$ cat src/rtl/prbs_err_counter.sv
// ---------------------------------------------------------------------------
// prbs_err_counter
// Saturating up-counter; a clear wins over an increment in the same cycle.
//   clk, reset : clock, asynchronous active-low reset
//   clear_i    : synchronous clear to zero
//   inc_i      : increment by one, holding at all-ones
//   count_o    : registered count
// ---------------------------------------------------------------------------
module prbs_err_counter #(
    parameter int CNT_W = 16
) (
    input  logic             clk,
    input  logic             reset,
    input  logic             clear_i,
    input  logic             inc_i,
    output logic [CNT_W-1:0] count_o
);

    logic [CNT_W-1:0] count_q, count_d;

    // NOTE: every combinational output gets a default first so no path leaves
    // it unassigned, which would otherwise infer a latch.
    always_comb begin
        count_d = count_q;
        if (clear_i) begin
            count_d = '0;
        end else if (inc_i && (count_q != '1)) begin
            count_d = count_q + CNT_W'(1);
        end
    end

    // NOTE: state registers use non-blocking assignments so every flop samples
    // pre-edge values, independent of process evaluation order.
    always_ff @(posedge clk or negedge reset) begin
        if (!reset) begin
            count_q <= '0;
        end else begin
            count_q <= count_d;
        end
    end

    assign count_o = count_q;

endmodule

$ cat config.mk
export PLATFORM = sky130hd
export DESIGN_NAME = prbs_err_counter
export DESIGN_NICKNAME = d
export VERILOG_FILES = /design/src/rtl/prbs_err_counter.sv
export SDC_FILE = /design/constraint.sdc
export NUM_CORES = 1
export LEC_CHECK = 0
export ABC_AREA = 1
export BUFFER_PORTS_ARGS = -buffer_cell sky130_fd_sc_hd__clkbuf_2
export CAP_MARGIN = 30
export CORE_ASPECT_RATIO = 1.2
export CORE_MARGIN = 3
export CORE_UTILIZATION = 57
export DETAILED_ROUTE_END_ITERATION = 8
export PLACE_DENSITY = 0.82
export SLEW_MARGIN = 20
export SYNTH_ARGS = -nofsm -noshare
export SYNTH_HDL_FRONTEND = slang
export SYNTH_SLANG_ARGS = --single-unit
export TNS_END_PERCENT = 50
$ cat constraint.sdc
create_clock -name clk -period 4.3 [get_ports clk]
set_clock_uncertainty 0.05 [all_clocks]
set_input_delay 0 -clock clk [delete_from_list [all_inputs] [get_ports clk]]
set_output_delay 0 -clock clk [all_outputs]
set_load 0.005 [all_outputs]
==> results.yml, run 1 <==
setup_path:
  worstPathMaxFanout: 13
  cpMostUsedCell: "nor2_1"
  cp.required_ns: 4.49
  critPathCaptureType: "flip-flop"
  crit_family: "simple AND/OR/NAND/NOR gates"
  cpPeakStageDelay_ns: 0.62
  crit_chain: "ha_1 -> nand2_2 -> nor2_4 -> nand2_4 -> nor2_1 -> nor2_1 -> nand4_1 -> nand2_1"
  cp.arrival_ns: 2.20
  slowest_stage: "nor2_1"
  crit_type: "flip-flop to flip-flop"
  startpoint_type: "flip-flop"
  cp.buffers_inverters: 0
cells_and_area:
  nFillCells: 132
  area_growth_pct: 14.0
  n_antenna_cell: 0
  largest_register_ffs: 16
  drive_above_1_share: 0.199
  finalNonFillerCells: 184
  layout.nets: 172
  utilization: 0.703
synth:
  yosys_warnings: 0
  synth_top_area_frac: 0.386
  synth_area_leaders: "dfrtp_1 (39%), nand2_1 (20%), nand3_1 (5.8%)"
  synth_nets: 149
  yosysTopAreaCell: "dfrtp_1"
  syn_area_um2: 1040
  yosysSeqAreaShare: 0.386
  synth_cells: 144
  synth.distinct_cells: 23
  ys_ff_latch: 16
  syn_area_per_cell_um2: 7.20
clock_network:
  cts_buffers: 3
  clk_pin_slew_ns: 0.10
  htree_num_levels: 1
  post_cts_resized: 0
  cts_hold_buf: 2
  cts_setup_buffers: 0
  root_buffer: "clkbuf_4"
  clockBufferDepth: 2
  clkSinkCount: 16
  tritoncts: "done"
  clock_latency_ns: 0.30
sta:
  period_minus_slack_ns: 2.01
  rsz0062_at_grt: "false"
  final_hold_viol_count: 0
  slew_viol_final: 0
  relSlewSlack: 0.457
  setup_violations: 0
  fin_hold_ws_ns: 0.0350
  fmax_mhz: 497
  fin_crit_sh: 0.468
  setup_tns_ns: 0
  tightest_slew_ns: 0.812
  fin_ws_ns: 2.29
grt:
  grt_pass1_wl_um: 3850
  grt_max_degree: 17
  grt_usage: 0.218
  antenna_found_initial: 0
  grt_pass1_vias: 916
  overflow: 0
power_and_ir_drop:
  share_comb_of_total_power: 0.076
  p_sw_mw: 0.0659
  internal-power_mw: 0.210
  powerDensity_nw_per_um2: 233
  clockPowerShare: 0.367
  ir_drop_mv: 0.191
  pwr-share-seq: 0.557
  leakage_nw: 0.620
  swShare: 0.239
drt:
  wire_per_inst_um: 12.3
  first_pass_iters: 6
  wl_um: 2250
  drc: 0
  via_per_inst: 5.46
  drtIter0Drc: 35
  ant_nets: 0
  vias: 1004
place:
  dp_hpwl_um: 1640
  gp_congestion: 0.882
  portBuffers: 19
  dp_worst_setup_slack_ns: 2.33
  place_inst: 178
floorplan:
  start_util: 0.617
  core_area_um2: 1680
  rows: 16
  die_width_um: 44.9
  die_h_um: 52.7
  die_area_um2: 2370
  io_pins: 20
min_path:
  hold_class: "input port to flip-flop"
run_status:
  status: "completed"
job:
  drv_cap: 0
[stage by stage]
| step | cell area, um^2 | total power [mW] |
|---|---|---|
| 6_report | 1180 | 0.276 |
| 3_3_place_gp | 1130 | 0.176 |
| 2_1_floorplan | 1040 | 0.170 |
| 5_1_grt | 1180 | 0.286 |
| 4_1_cts | 1180 | 0.278 |
| 3_5_place_dp | 1130 | 0.176 |
[placed cells by master (no fill, tap or decap), drive strengths merged]
cell type / count
dlygate4sd3: 2
xnor2: 2
clkbuf: 23
inv: 13
a21oi: 1
o21bai: 2
nor2: 16
nand2: 59
o21ai: 5
ha: 1
nand3: 12
xor2: 3
or2: 1
dfrtp: 16
nand4: 9
nor3: 1
[cell usage after synthesis]
library cell / number
or2_2: 1
nand2_4: 2
dfrtp_1: 16
xnor2_1: 2
inv_2: 1
ha_1: 1
a21oi_1: 1
nor2_1: 14
nor2_4: 2
nor3_1: 1
buf_1: 1
inv_1: 11
o21ai_0: 4
nand2_1: 55
xor2_1: 3
nand2_2: 2
nand3_1: 12
o21ai_4: 1
nand4_1: 9
buf_12: 1
buf_2: 1
o21bai_1: 2
inv_4: 1
[worst register-to-register path: cells and delay by family (launching register included)]
kind	cells	cell delay, ns
flops	1	0.43
fa+ha+maj	1	0.22
simple gates	7	1.27
[path summary, 6_finish.rpt]
path / endpoint / slack [ns] / cells after the start / start
worst max-delay path: count_o[10] / 2.29 / 8 / count_o[1]
worst min-delay path: count_o[14] / 0.04 / 5 / inc_i
worst max register to register: count_o[10] / 2.29 / 8 / count_o[1]
worst min register to register: count_o[1] / 0.51 / 2 / count_o[1]
max in group asynchronous: count_o[1] / 3.81 / 2 / reset
min in group asynchronous: count_o[14] / 0.10 / 2 / reset
[logic make-up after synthesis]
| kind of cell | after synthesis | share of synthesized area |
|---|---|---|
| AOI/OAI and AO/OA | 8 | 0.0543 |
| adders and majority gates | 1 | 0.0121 |
| DFF | 16 | 0.386 |
| and+or+nand+nor | 98 | 0.428 |
| buffers and inverters | 16 | 0.0772 |
| xor gates and xnor gates | 5 | 0.0422 |
[cell type report]
class	instances	area (um^2)	area share
multi-input cells	112	557	0.471
clock buffers	4	36.3	0.0307
inverters	13	51.3	0.0434
repair buffers	21	115	0.0974
well taps	18	22.5	0.0190
flip-flops and latches	16	400	0.339
[metal layers]
metal,up-vias,share of wire,track usage,wire [um]
li1,507,-,-,-
met1,457,0.44,0.292,985
met2,33,0.49,0.344,1110
met3,7,0.045,0.0206,101
met4,0,0.025,0.107,56
met5,-,0,0,0
[power groups by stage]
stage / clock [mW] / sequential [mW] / combinational [mW]
2_1_floorplan: 0 / 0.157 / 0.0130
3_3_place_gp: 0 / 0.157 / 0.0194
3_5_place_dp: 0 / 0.157 / 0.0196
4_1_cts: 0.103 / 0.154 / 0.0212
5_1_grt: 0.108 / 0.154 / 0.0234
6_report: 0.101 / 0.154 / 0.0210
Note: power is estimated with default switching activity, not from simulation.
==> run 2, diff against run 1 <==
Settings changed: CORE_UTILIZATION 57 to 48, PLACE_DENSITY 0.82 to 0.74.
Clock period 4.3 ns to 1.7 ns, I/O delays scaled along.
==> run 2 against run 1 <==
  * Via count rose by 4.0%
  * Sequential share of layout area decreased by 1.6 points
  * Global-route usage decreased by 2.7 points
  * Worst hold slack got worse by 0.0025 ns
  * Fmax grew 24%
  * Register-to-register slack lost 2.2 ns
  * Die area rose by 16%
==> results.yml, run 2 (same netlist as run 1, synthesis figures left out) <==
cells_and_area:
  n_antenna_cell: 0
  largest_register_ffs: 16
  drive_above_1_share: 0.237
  final_common_cell: "nand2_1"
  final_area_um2: 1240
  final_cell_mix: "nand2_1 (55), clkbuf_2 (19), dfrtp_1 (15), nor2_1 (14), nand3_1 (12)"
  layout.nets: 180
  area_growth_pct: 20.0
  finalNonFillerCells: 201
  nFillCells: 172
  multiInputGateArea_um2: 557
  final-seq-area_um2: 402
drt:
  drc: 0
  first_pass_iters: 4
  vias: 1044
  wire_per_inst_um: 11.8
  via_per_inst: 5.19
  wl_um: 2370
  drtIter0Drc: 24
  ant_nets: 0
place:
  dp_hpwl_um: 1750
  portBuffers: 19
  dp_worst_setup_slack_ns: 0.117
  postPlaceCellArea_um2: 1180
  gp_congestion: 0.815
  place_inst: 193
grt:
  grt_pass1_wl_um: 4190
  antenna_found_initial: 0
  grt_pass1_vias: 978
  overflow: 0
  grt_usage: 0.191
  grt_max_degree: 17
sta:
  relSlewSlack: 0.673
  fin_crit_sh: 0.955
  fmax_mhz: 616
  period_minus_slack_ns: 1.62
  setup_tns_ns: 0
  tightest_slew_ns: 0.490
  final_hold_viol_count: 0
  slew_viol_final: 0
  fin_hold_ws_ns: 0.0325
  fin_ws_ns: 0.0761
  setup_violations: 0
clock_network:
  root_buffer: "clkbuf_4"
  clockBufferDepth: 2
  clkSinkCount: 16
  tritoncts: "done"
  clock_latency_ns: 0.29
  clk_pin_slew_ns: 0.09
  htree_num_levels: 1
  cts_buffers: 3
floorplan:
  start_util: 0.536
  rows: 17
  die_area_um2: 2760
  die_width_um: 48.4
  io_pins: 20
  die_h_um: 56.9
  core_area_um2: 1940
setup_path:
  critPathCaptureType: "flip-flop"
  crit_chain: "ha_1 -> nand2_2 -> nor2_4 -> nand2_4 -> nor2_1 -> nor2_1 -> buf_4 -> nand4_1 -> nand2_1"
  cp.required_ns: 1.87
  crit_type: "flip-flop to flip-flop"
  cpMostUsedCell: "nor2_1"
  startpoint_type: "flip-flop"
  rrSetupSlack_ns: 0.08
  cpPeakStageDelay_ns: 0.43
  slowest_stage: "dfrtp_1"
  cp.buffers_inverters: 1
  worstPathMaxFanout: 8
  crit_family: "simple AND/OR/NAND/NOR gates"
  cp.arrival_ns: 1.80
job:
  drv_cap: 0
power_and_ir_drop:
  powerDensity_nw_per_um2: 526
  ir_drop_mv: 0.356
  leakage_nw: 0.653
min_path:
  hold_class: "input port to flip-flop"
run_status:
  status: "completed"
## run 2: final timing paths
path                              from     endpoint  cells past startpoint
setup / recovery            count_o[0]   count_o[8]                      9
hold / removal                   inc_i  count_o[13]                      5
setup reg to reg            count_o[0]   count_o[8]                      9
hold reg to reg            count_o[14]  count_o[14]                      2
max in group asynchronous        reset   count_o[1]                      2
min in group asynchronous        reset   count_o[5]                      2
## run 2: worst min-delay path: stages
cell and delay (ns):
clkbuf_2 0.11, o21ai_4 0.07, nor2_1 0.06, nand2_1 0.06
nand2_1 0.04
## run 2: layer usage
metal  GRT usage  share of wire  vias up
met5           0              0        -
met4      0.0935          0.025        0
met3      0.0239          0.044        7
met2       0.323           0.47       33
met1       0.242           0.46      479
li1            -              -      525
## run 2: power breakdown
| group | internal, mW | total, mW | switching [mW] |
|---|---|---|---|
| clock network | 0.0824 | 0.198 | 0.115 |
| logic | 0.0265 | 0.0673 | 0.0408 |
| registers | 0.385 | 0.390 | 0.00537 |
| total | 0.494 | 0.655 | 0.161 |
## run 2: area by class of cell
class / count / area share
Multi-Input combinational cell: 112 / 0.447
Inverter: 13 / 0.0432
Tap cell: 28 / 0.0281
Clock buffer: 3 / 0.0181
Sequential cell: 16 / 0.323
Timing Repair Buffer: 29 / 0.141
## run 2: repair_timing
item / in CTS / in global routing
endpoints found under the setup margin: 0 / 15
setup buffers: 0 / 3
hold buffers: 2 / 0
gates resized for setup: 0 / 2
endpoints found under the hold margin: 19 / 0
## run 2: stage by stage
| step | power, mW | utilization |
|---|---|---|
| finish | 0.655 | 0.643 |
| global route | 0.699 | 0.643 |
| detailed placement | 0.451 | 0.608 |
| CTS | 0.661 | 0.630 |
| global placement | 0.449 | 0.608 |
| floorplan | 0.429 | - |
==> run 3, diff against run 2 <==
Settings changed: CORE_MARGIN 3 to 5, CTS_CLUSTER_DIAMETER from default to 100.
==> run 3 against run 2 <==
  * Clock-buffer cell count unchanged
  * Global-route usage down 0.83 points
  * Via count unchanged
  * Critical endpoint is now count_o[0]
  * Final area down 0.40%
  * Sequential power about the same
  * Power up 0.77%
  * Die area up 16%
  * Non-clock buffer count down 3
  * Cell count down 0.50%
==> results.yml, run 3 (same netlist as run 1, synthesis figures left out) <==
drt:
  drtIter0Drc: 42
  via_per_inst: 5.22
  vias: 1044
  wire_per_inst_um: 12.7
  ant_nets: 0
  wl_um: 2530
  first_pass_iters: 4
  drc: 0
grt:
  grt_max_degree: 17
  grt_usage: 0.183
  grt_pass1_wl_um: 4350
  antenna_found_initial: 0
  overflow: 0
  grt_pass1_vias: 1002
sta:
  fin_ws_ns: 0.0866
  period_minus_slack_ns: 1.61
  slew_viol_final: 0
  fin_hold_ws_ns: 0.0524
  relSlewSlack: 0.656
  fmax_mhz: 620
  fin_crit_sh: 0.949
  tightest_slew_ns: 0.515
  setup_tns_ns: 0
  setup_violations: 0
  final_hold_viol_count: 0
  rsz0062_at_grt: "false"
floorplan:
  io_pins: 20
  core_area_um2: 2070
  die_area_um2: 3190
  die_width_um: 52.4
  start_util: 0.501
  rows: 18
  die_h_um: 60.9
job:
  drv_cap: 0
power_and_ir_drop:
  leakage_nw: 0.642
  internal-power_mw: 0.491
  clockPowerShare: 0.309
  powerDensity_nw_per_um2: 532
  p_sw_mw: 0.169
  fin_total_pwr_mw: 0.660
  swShare: 0.256
  ir_drop_mv: 0.583
  share_comb_of_total_power: 0.101
  pwr-share-seq: 0.590
cells_and_area:
  drive_above_1_share: 0.235
  layout.nets: 177
  area_growth_pct: 19.5
  n_antenna_cell: 0
  final_common_cell: "nand2_1"
  finalNonFillerCells: 200
  largest_register_ffs: 16
  final_cell_mix: "nand2_1 (55), clkbuf_2 (19), dfrtp_1 (16), nor2_1 (12), nand3_1 (12)"
min_path:
  hold_class: "input port to flip-flop"
clock_network:
  tritoncts: "done"
  clockBufferDepth: 2
  root_buffer: "clkbuf_4"
  clkSinkCount: 16
  clk_pin_slew_ns: 0.10
  cts_buffers: 3
  clock_latency_ns: 0.28
  htree_num_levels: 1
setup_path:
  cp.required_ns: 1.82
  worstPathMaxFanout: 11
  crit_type: "flip-flop to flip-flop"
  r2r_start: "count_o[1]"
  rr_endpoint: "count_o[0]"
  reg2reg_depth: 9
  crit_end: "count_o[0]"
  critPathCaptureType: "flip-flop"
  rrSetupSlack_ns: 0.09
  cp.arrival_ns: 1.74
  crit_start: "count_o[1]"
  startpoint_type: "flip-flop"
run_status:
  status: "completed"
place:
  gp_congestion: 0.824
  dp_hpwl_um: 1820
  place_inst: 193
  portBuffers: 19
  dp_worst_setup_slack_ns: 0.116
## run 3: cell types whose count changed in the layout (fill, tap and decap cells not counted)
| cell | change |
|---|---|
| buf_4 | -4 |
| buf_6 | +1 |
| dfrtp_1 | +1 |
| dfrtp_2 | -1 |
| inv_6 | -1 |
| inv_8 | +1 |
| nor2_1 | -2 |
| nor2_2 | +2 |
| nor3_1 | -1 |
| nor3_2 | +1 |
## run 3: how the worst min path moves through the flow
stage | cells after the start | endpoint | start
after floorplan | 0 | count_o[0] | reset
after global placement | 1 | count_o[5] | reset
after detailed placement | 1 | count_o[5] | reset
after CTS | 4 | count_o[3] | inc_i
after global routing | 5 | count_o[13] | inc_i
final | 5 | count_o[14] | inc_i
## run 3: layout make-up
type / count / area (um^2)
sequential: 16 / 400
tap: 30 / 37.5
fill: 201 / 832
inverter: 13 / 56.3
timing repair buffer: 26 / 156
multi-input combinational: 112 / 567
clock buffer: 3 / 22.5
## run 3: power groups by stage
| stage | Combinational, mW | Clock [mW] | Sequential, mW |
|---|---|---|---|
| floorplan | 0.0328 | 0 | 0.397 |
| global placement | 0.0537 | 0 | 0.396 |
| detailed placement | 0.0554 | 0 | 0.397 |
| CTS | 0.0592 | 0.213 | 0.389 |
| global route | 0.0746 | 0.236 | 0.390 |
| finish | 0.0667 | 0.204 | 0.389 |
## run 3: timing repair
item / 4_1_cts / 5_1_grt
buffers inserted: 0 / 2
hold buffers: 2 / 0
hold endpoints to repair: 19 / 0
gates resized for setup: 0 / 6
endpoints found under the setup margin: 0 / 16
## run 3: routing by layer
layer / vias up / global-route usage / share of wire
met4: 0 / 0.0730 / 0.022
met3: 6 / 0.0295 / 0.044
met1: 484 / 0.232 / 0.44
li1: 517 / - / -
met5: - / 0 / 0
met2: 37 / 0.310 / 0.49
## run 3: worst max-delay path: stages (launching register included)
cell and delay (ns):
dfrtp_1 0.42, ha_1 0.20, nand2_2 0.10, nor2_4 0.13, nand2_4 0.08, nor2_1 0.13, nor2_2 0.07, buf_6 0.14
nand3_1 0.08, o21ai_0 0.10
## run 3: through the flow
step	area (um^2)	utilization
after global routing	1240	0.598
after global placement	1160	0.562
final	1240	0.598
after CTS	1210	0.582
after detailed placement	1160	0.562
after floorplan	1040	-
